`src/rtl/adder57_rr_scheduler.sv`:
```
// Round-robin shared 57-bit adder: four requesters, one registered
// WIDTH+1-bit sum per grant, held until downstream accepts it.
module adder57_rr_scheduler #(
   parameter int NREQ  = 4,
   parameter int WIDTH = 57
) (
   input  logic                  clk,
   input  logic                  rst_n,
   input  logic [NREQ-1:0]       req_valid,
   input  logic [NREQ*WIDTH-1:0] req_a,
   input  logic [NREQ*WIDTH-1:0] req_b,
   output logic [NREQ-1:0]       req_ready,
   output logic                  res_valid,
   output logic [WIDTH:0]        res_sum,
   output logic [1:0]            res_id,
   input  logic                  res_ready,
   output logic                  busy,
   output logic [15:0]           op_count
);

   typedef enum logic [1:0] {IDLE, CALC, DONE} state_t;

   state_t             state;
   logic [1:0]         rr_ptr;
   logic [1:0]         cur_id;
   logic [1:0]         gnt_id;
   logic [1:0]         idx;
   logic               gnt_any;
   logic [NREQ-1:0]    gnt;
   logic [WIDTH-1:0]   op_a;
   logic [WIDTH-1:0]   op_b;

   // first pending requester at or above rr_ptr, wrapping
   always_comb begin
      gnt     = '0;
      gnt_id  = '0;
      gnt_any = 1'b0;
      idx     = '0;
      for (int k = 0; k < NREQ; k++) begin
         idx = rr_ptr + 2'(k);
         if (!gnt_any && req_valid[idx]) begin
            gnt[idx] = 1'b1;
            gnt_id   = idx;
            gnt_any  = 1'b1;
         end
      end
   end

   assign req_ready = (rst_n && state == IDLE) ? gnt : '0;
   assign busy      = (state != IDLE);

   always_ff @(posedge clk or negedge rst_n) begin
      if (!rst_n) begin
         state     <= IDLE;
         rr_ptr    <= '0;
         cur_id    <= '0;
         op_a      <= '0;
         op_b      <= '0;
         res_valid <= 1'b0;
         res_sum   <= '0;
         res_id    <= '0;
         op_count  <= '0;
      end else begin
         unique case (state)
            IDLE: begin
               if (gnt_any) begin
                  op_a   <= req_a[gnt_id*WIDTH +: WIDTH];
                  op_b   <= req_b[gnt_id*WIDTH +: WIDTH];
                  cur_id <= gnt_id;
                  state  <= CALC;
               end
            end
            CALC: begin
               res_sum   <= {1'b0, op_a} + {1'b0, op_b};
               res_id    <= cur_id;
               res_valid <= 1'b1;
               state     <= DONE;
            end
            DONE: begin
               if (res_ready) begin
                  res_valid <= 1'b0;
                  if (op_count != 16'hFFFF)
                     op_count <= op_count + 16'd1;
                  rr_ptr <= res_id + 2'd1;
                  state  <= IDLE;
               end
            end
            default: state <= IDLE;
         endcase
      end
   end

endmodule

```
`config.mk`:
```
export PLATFORM = sky130hd
export DESIGN_NAME = adder57_rr_scheduler
export DESIGN_NICKNAME = d
export VERILOG_FILES = /design/src/rtl/adder57_rr_scheduler.sv
export SDC_FILE = /design/constraint.sdc
export NUM_CORES = 1
export LEC_CHECK = 0
export BUFFER_PORTS_ARGS = -buffer_cell sky130_fd_sc_hd__buf_4
export CORE_AREA = 5 5 211 213
export DETAILED_ROUTE_END_ITERATION = 8
export DIE_AREA = 0 0 216 218
export PLACE_DENSITY = 0.62
export SLEW_MARGIN = 30
export SYNTH_ARGS = -nofsm -noshare
export SYNTH_HDL_FRONTEND = slang
export SYNTH_SLANG_ARGS = --single-unit
```
`constraint.sdc`:
```
create_clock -name clk -period 3.3 [get_ports clk]
set_clock_uncertainty 0.1 [all_clocks]
set_input_delay 0.66 -clock clk [delete_from_list [all_inputs] [get_ports clk]]
set_output_delay 0.66 -clock clk [all_outputs]
set_load 0.01 [all_outputs]
```
Word level (Yosys, flattened, before mapping)
Cells that the tools add are included.

Add/subtract/negate cells: 6. Multiply operators: 1. Order comparisons: 8. Equality and inequality tests: 5. Shift-type cells: 2. Multiplexer cells: 34. Bitwise logic cells: 3. Reduce and logical (&&, ||, !) cells: 19.

Operators with widths (count): $shiftx A228 B9 Y57 (2); $add A57 B57 Y58 (1); $mux W4 (5); $add A16 B1 Y16 const B (1); $ne A16 B16 Y1 const B (1); $mux W1 (13); $lt A2 B3 Y1 const B (4); $mux W2 (6); $or A4 B4 Y4 (3); $bmux W1 S2 (4); $demux W1 S2 (4); $ge A2 B1 Y1 const B (4); $logic_and A1 B1 Y1 (8); $mul A2 B6 Y8 const B (1); $reduce_and A2 Y1 (4); $pmux W2 S3 (1); $add A2 B1 Y2 const B (2); $add A2 B2 Y2 const B (2); $ne A2 B2 Y1 const B (2); $reduce_bool A2 Y1 (2); $logic_not A1 Y1 (3); $reduce_and A3 Y1 (1); $eq A2 B1 Y1 const B (1); $eq A2 B2 Y1 const B (1); 2 further kinds (2).

Bits in registers: 197. Output and inout bits: 82.

Longest topological paths before layout
Depth after elaboration: 14. Depth in mapped cells: 14. Gate-level depth less buffers: 11.

Worst setup path after synthesis
No wires, ideal clock.

Path kind: flip-flop to output port. Start: register rr_ptr[0]. End: output port req_ready[0]. Data arrival time: 2195 ps. Path slack: 345 ps. Cell stages (with the launch flop): 10. Path buffers: 2. Path through: dfrtp_1 > buf_6 > buf_2 > inv_1 > ha_1 > mux4_2 > nor2_2 > and3_1 > a221oi_1 > nor2_1.

Word-level cells in the longest chain between the ends: 13. Elaborated cells between the ends (all ways): 48.

RTL lines: start, declared (RTL line 24) `logic [1:0] rr_ptr;`; start signal, assigned (RTL line 84) `rr_ptr <= res_id + 2'd1;`; parallel branches: the longest is 11 deep, another holds $lt A2 B3 Y1; $mux W4 (*) (RTL line 41) `if (!gnt_any && req_valid[idx]) begin`; $mux W4 (*) (RTL line 49) `assign req_ready = (rst_n && state == IDLE) ? gnt : '0;`; end, declared (RTL line 12) `output logic [NREQ-1:0] req_ready,`.

Every way passes the cells marked *. The select of a mux whose other input is x is not followed.

Worst setup path after layout
Same ends and word-level chain as after synthesis.

==> qor.yml <==
global_routing:
  antenna_found_initial: 0
  gr-usage-all-layers_pct: 22.65
  grt_pass1_wl_microns: 86480
  grt_max_degree: 109
  first_global_vias: 15610
  overflow: 0
route:
  wirelength_microns: 56000
  routed_via_density: 5.365
  drc: 0
  dr_wl_met3_microns: 2929
  drt-met1-wl_microns: 24230
  top_layer: "met4"
  dr_wl_met2_microns: 27640
  drt_iter0_markers: 1093
  antenna_left: 0
  dr.pass1.iters: 5
  vias: 15680
  routedWlPerCell_microns: 19.16
timing:
  post-route-period-util_pct: 98.08
  fin_crit_ns: 3.237
  fmax_mhz: 308.9
  tns_ns: 0
  max_slew.worst_pin.slew_ns: 0.8199
  hold_violations: 0
  setup_viol: 0
  slew_viol_final: 0
  slew_headroom_pct: 45.34
outcome:
  status: "finished, final reports clean"
cts:
  cts_tree: "done"
  ctsLongestPathBuffers: 2
  cts_root_buffer: "clkbuf_16"
  htree_levels: 4
  numCtsBuffers: 17
  clkLatencyLatePin_ns: 0.45
  clkTransAtPathRegs_ns: 0.08
  cts_sinks: 197
synthesis:
  synth_area_sq_um: 14890
  yosysTopAreaCell: "dfrtp_1"
  yosysSeqAreaShare_pct: 33.10
  yosys-top-cells-area: "dfrtp_1 (33%), nand2_1 (12%), o31ai_1 (6.4%)"
  yosys_register_bits: 197
  ys_types: 80
  syn_nets: 2411
  syn_area_per_cell_sq_um: 7.913
  synth-edff-count: 0
  synth_cells: 1882
  yosysWarningCount: 0
  synth-main-ff-cell: "dfrtp_1"
  async_flop_share_pct: 100.0
  yosysTopAreaCellShare_pct: 33.10
placement:
  dp_cells: 2887
  portBuffers: 544
  hpwl_microns: 44670
  place_congestion: 0.8921
floorplanning:
  initial_core_util_pct: 35.03
  fp.dieH_microns: 218
  die_area_sq_um: 47090
  row_count: 76
  pin_count: 545
  core_sq_um: 42510
  die_width_microns: 216
final_layout:
  drive_gt1_share_pct: 28.44
  area_growth_pct: 36.04
  regArea_sq_um: 4931
  n_antenna_cell: 0
  final_util_pct: 47.66
  final_nets: 2893
  layout.cells.non_filler: 2923
  n_fill_cell: 4237
  multi_input_area_sq_um: 9269
min_path:
  min_from: "res_ready"
  hold_path_end: "state[1]"
  whs_path_depth: 2
  min_path_type: "in -> reg"
critical_path:
  critPathArrivalTime_ns: 2.48
  critPathMaxStageDelay_ns: 0.40
  worstSetupStartpointType: "register"
  r2r_end: "res_sum[56]"
  cp.required_ns: 2.54
  r2r-start: "op_a[33]"
  path_cells: "inv_1 -> ha_4 -> mux4_2 -> nor2_4 -> and3_2 -> a221oi_1 -> nor2_1 -> buf_4"
  worstSetupPathType: "reg -> out"
  crit_path_max_fanout: 7
  cp_slowest_cell: "dfrtp_2"
  cp-end-kind: "output port"
  r2r_cells: 8
  ff2ff_setup_slack_ns: 0.15
flow_run:
  maxCapViolCount: 0
power:
  ir_worst_vdd_mv: 1.241
  power.density_nw_per_um2: 1238
  p_leak_uw: 0.009753
cell usage after synthesis (4+ instances only):
cell type    n
nand2_1    468
dfrtp_1    197
o31ai_1    127
and3_1     122
and2_1     120
a211oi_1   118
buf_2       76
o21ai_0     75
ha_1        65
a21oi_1     61
nor2_1      56
clkbuf_1    51
xnor2_1     32
inv_1       26
nand3_1     26
nand4_1     21
a21o_1      20
nor3_1      18
xor2_1      17
a31oi_1     12
o21a_1      12
o21ai_1      9
nor4_1       8
o211ai_1     8
o21bai_1     8
o311ai_0     7
a211o_1      6
buf_6        6
nor2b_1      6
o31a_1       6
a21boi_0     4
a21oi_2      4
a221o_1      4
a221oi_1     4
a22oi_1      4
buf_4        4
clkbuf_2     4
mux2_2       4
mux2i_1      4
nand2b_1     4
or3_1        4
power breakdown:
part	switching [uW]	internal (uW)
logic	11000	7450
registers	798	3670
clock network	1030	1080
total	12900	12200
state kept, by name, summed over array words and instances (netlist names):
signal / flops
op_b: 57
res_sum: 58
state: 2
rr_ptr: 2
res_id: 2
cur_id: 2
res_valid: 1
op_a: 57
op_count: 16
stage by stage:
step | power, uW | setup slack [ns] | instance area (sq um) | hold WS, ns
floorplan | 17090 | 0.3454 | 14890 | 0.2644
global placement | 22600 | 0.09772 | 19600 | 0.3476
detailed placement | 22850 | 0.05704 | 19600 | 0.3676
CTS | 25080 | 0.009754 | 20210 | 0.2891
global route | 27350 | -0.01088 | 20260 | 0.3071
finish | 25080 | 0.06322 | 20260 | 0.3109
how the worst max path moves through the flow:
stage / startpoint / to / slack, ns
floorplan: rr_ptr[0] / req_ready[0] / 0.35
global placement: op_a[9] / res_sum[53] / 0.1
detailed placement: req_valid[3] / op_a[51] / 0.06
CTS: rr_ptr[1] / req_ready[3] / 0.01
global route: rr_ptr[0] / req_ready[1] / -0.01
finish: rr_ptr[0] / req_ready[0] / 0.06
logic make-up (layout without fill, tap and decap cells):
family | after synthesis | in the layout | synth area share (%)
AND/OR/NAND/NOR | 869 | 869 | 27.51
flip-flops | 197 | 197 | 33.10
buffers and inverters | 169 | 664 | 5.335
AO/OA/AOI/OAI | 521 | 521 | 24.55
adder cells (fa/ha/maj) | 66 | 66 | 5.596
XOR/XNOR | 49 | 49 | 2.882
multiplexers | 11 | 11 | 1.025
area by class of cell:
| class | count | area share, % |
|---|---|---|
| Clock buffer | 20 | 2.205 |
| Clock inverter | 12 | 0.5991 |
| Inverter | 26 | 0.4817 |
| Multi-Input combinational cell | 1516 | 45.75 |
| Sequential cell | 197 | 24.34 |
| Tap cell | 546 | 3.372 |
| Timing Repair Buffer | 606 | 23.25 |
cells in the final DEF, fill, tap and decap left out, types with 4 or more instances in the layout:
master / Yosys / layout
nor2b_1: 6 / 5
nor3_1: 18 / 18
a31oi_1: 12 / 11
a211oi_1: 118 / 117
nand2_1: 468 / 468
a21boi_0: 4 / 4
a21oi_2: 4 / 4
o211ai_1: 8 / 8
ha_1: 65 / 64
o21a_1: 12 / 12
mux2i_1: 4 / 4
buf_4: 4 / 592
a22oi_1: 4 / 4
o21bai_1: 8 / 8
or3_1: 4 / 4
buf_12: 0 / 12
dfrtp_1: 197 / 196
mux2_2: 4 / 4
and3_1: 122 / 121
xor2_1: 17 / 17
nor2_1: 56 / 56
o311ai_0: 7 / 7
o21ai_1: 9 / 8
nand4_1: 21 / 21
nand3_1: 26 / 26
nor4_1: 8 / 8
a221o_1: 4 / 4
a21oi_1: 61 / 61
xnor2_1: 32 / 32
o21ai_0: 75 / 75
a21o_1: 20 / 20
clkbuf_16: 0 / 17
a211o_1: 6 / 6
inv_1: 26 / 25
o31a_1: 6 / 6
o31ai_1: 127 / 127
and2_1: 120 / 120
critical path: cells and delay by family (launching register included):
family	cells	cell delay (ns)
AOI/OAI and AO/OA	1	0.29
adders and majority gates	1	0.25
buffers and inverters	2	0.30
DFF	1	0.40
muxes	1	0.36
and+or+nand+nor	3	0.43
routing by layer:
metal / vias to the layer above / global-route usage, %
met5: - / 0
met4: 0 / 6.106
met3: 58 / 3.915
met2: 487 / 39.21
met1: 7434 / 29.36
li1: 7703 / -
what timing repair did:
item / 4_1_cts / 5_1_grt
hold buffers: 1 / 0
pin swaps: 0 / 1
endpoints found under the hold margin: 18 / 0
gates resized for setup: 5 / 7
setup buffers: 2 / 1
setup endpoints to repair: 4 / 12
No activity file was read; power rests on OpenSTA's default activity.
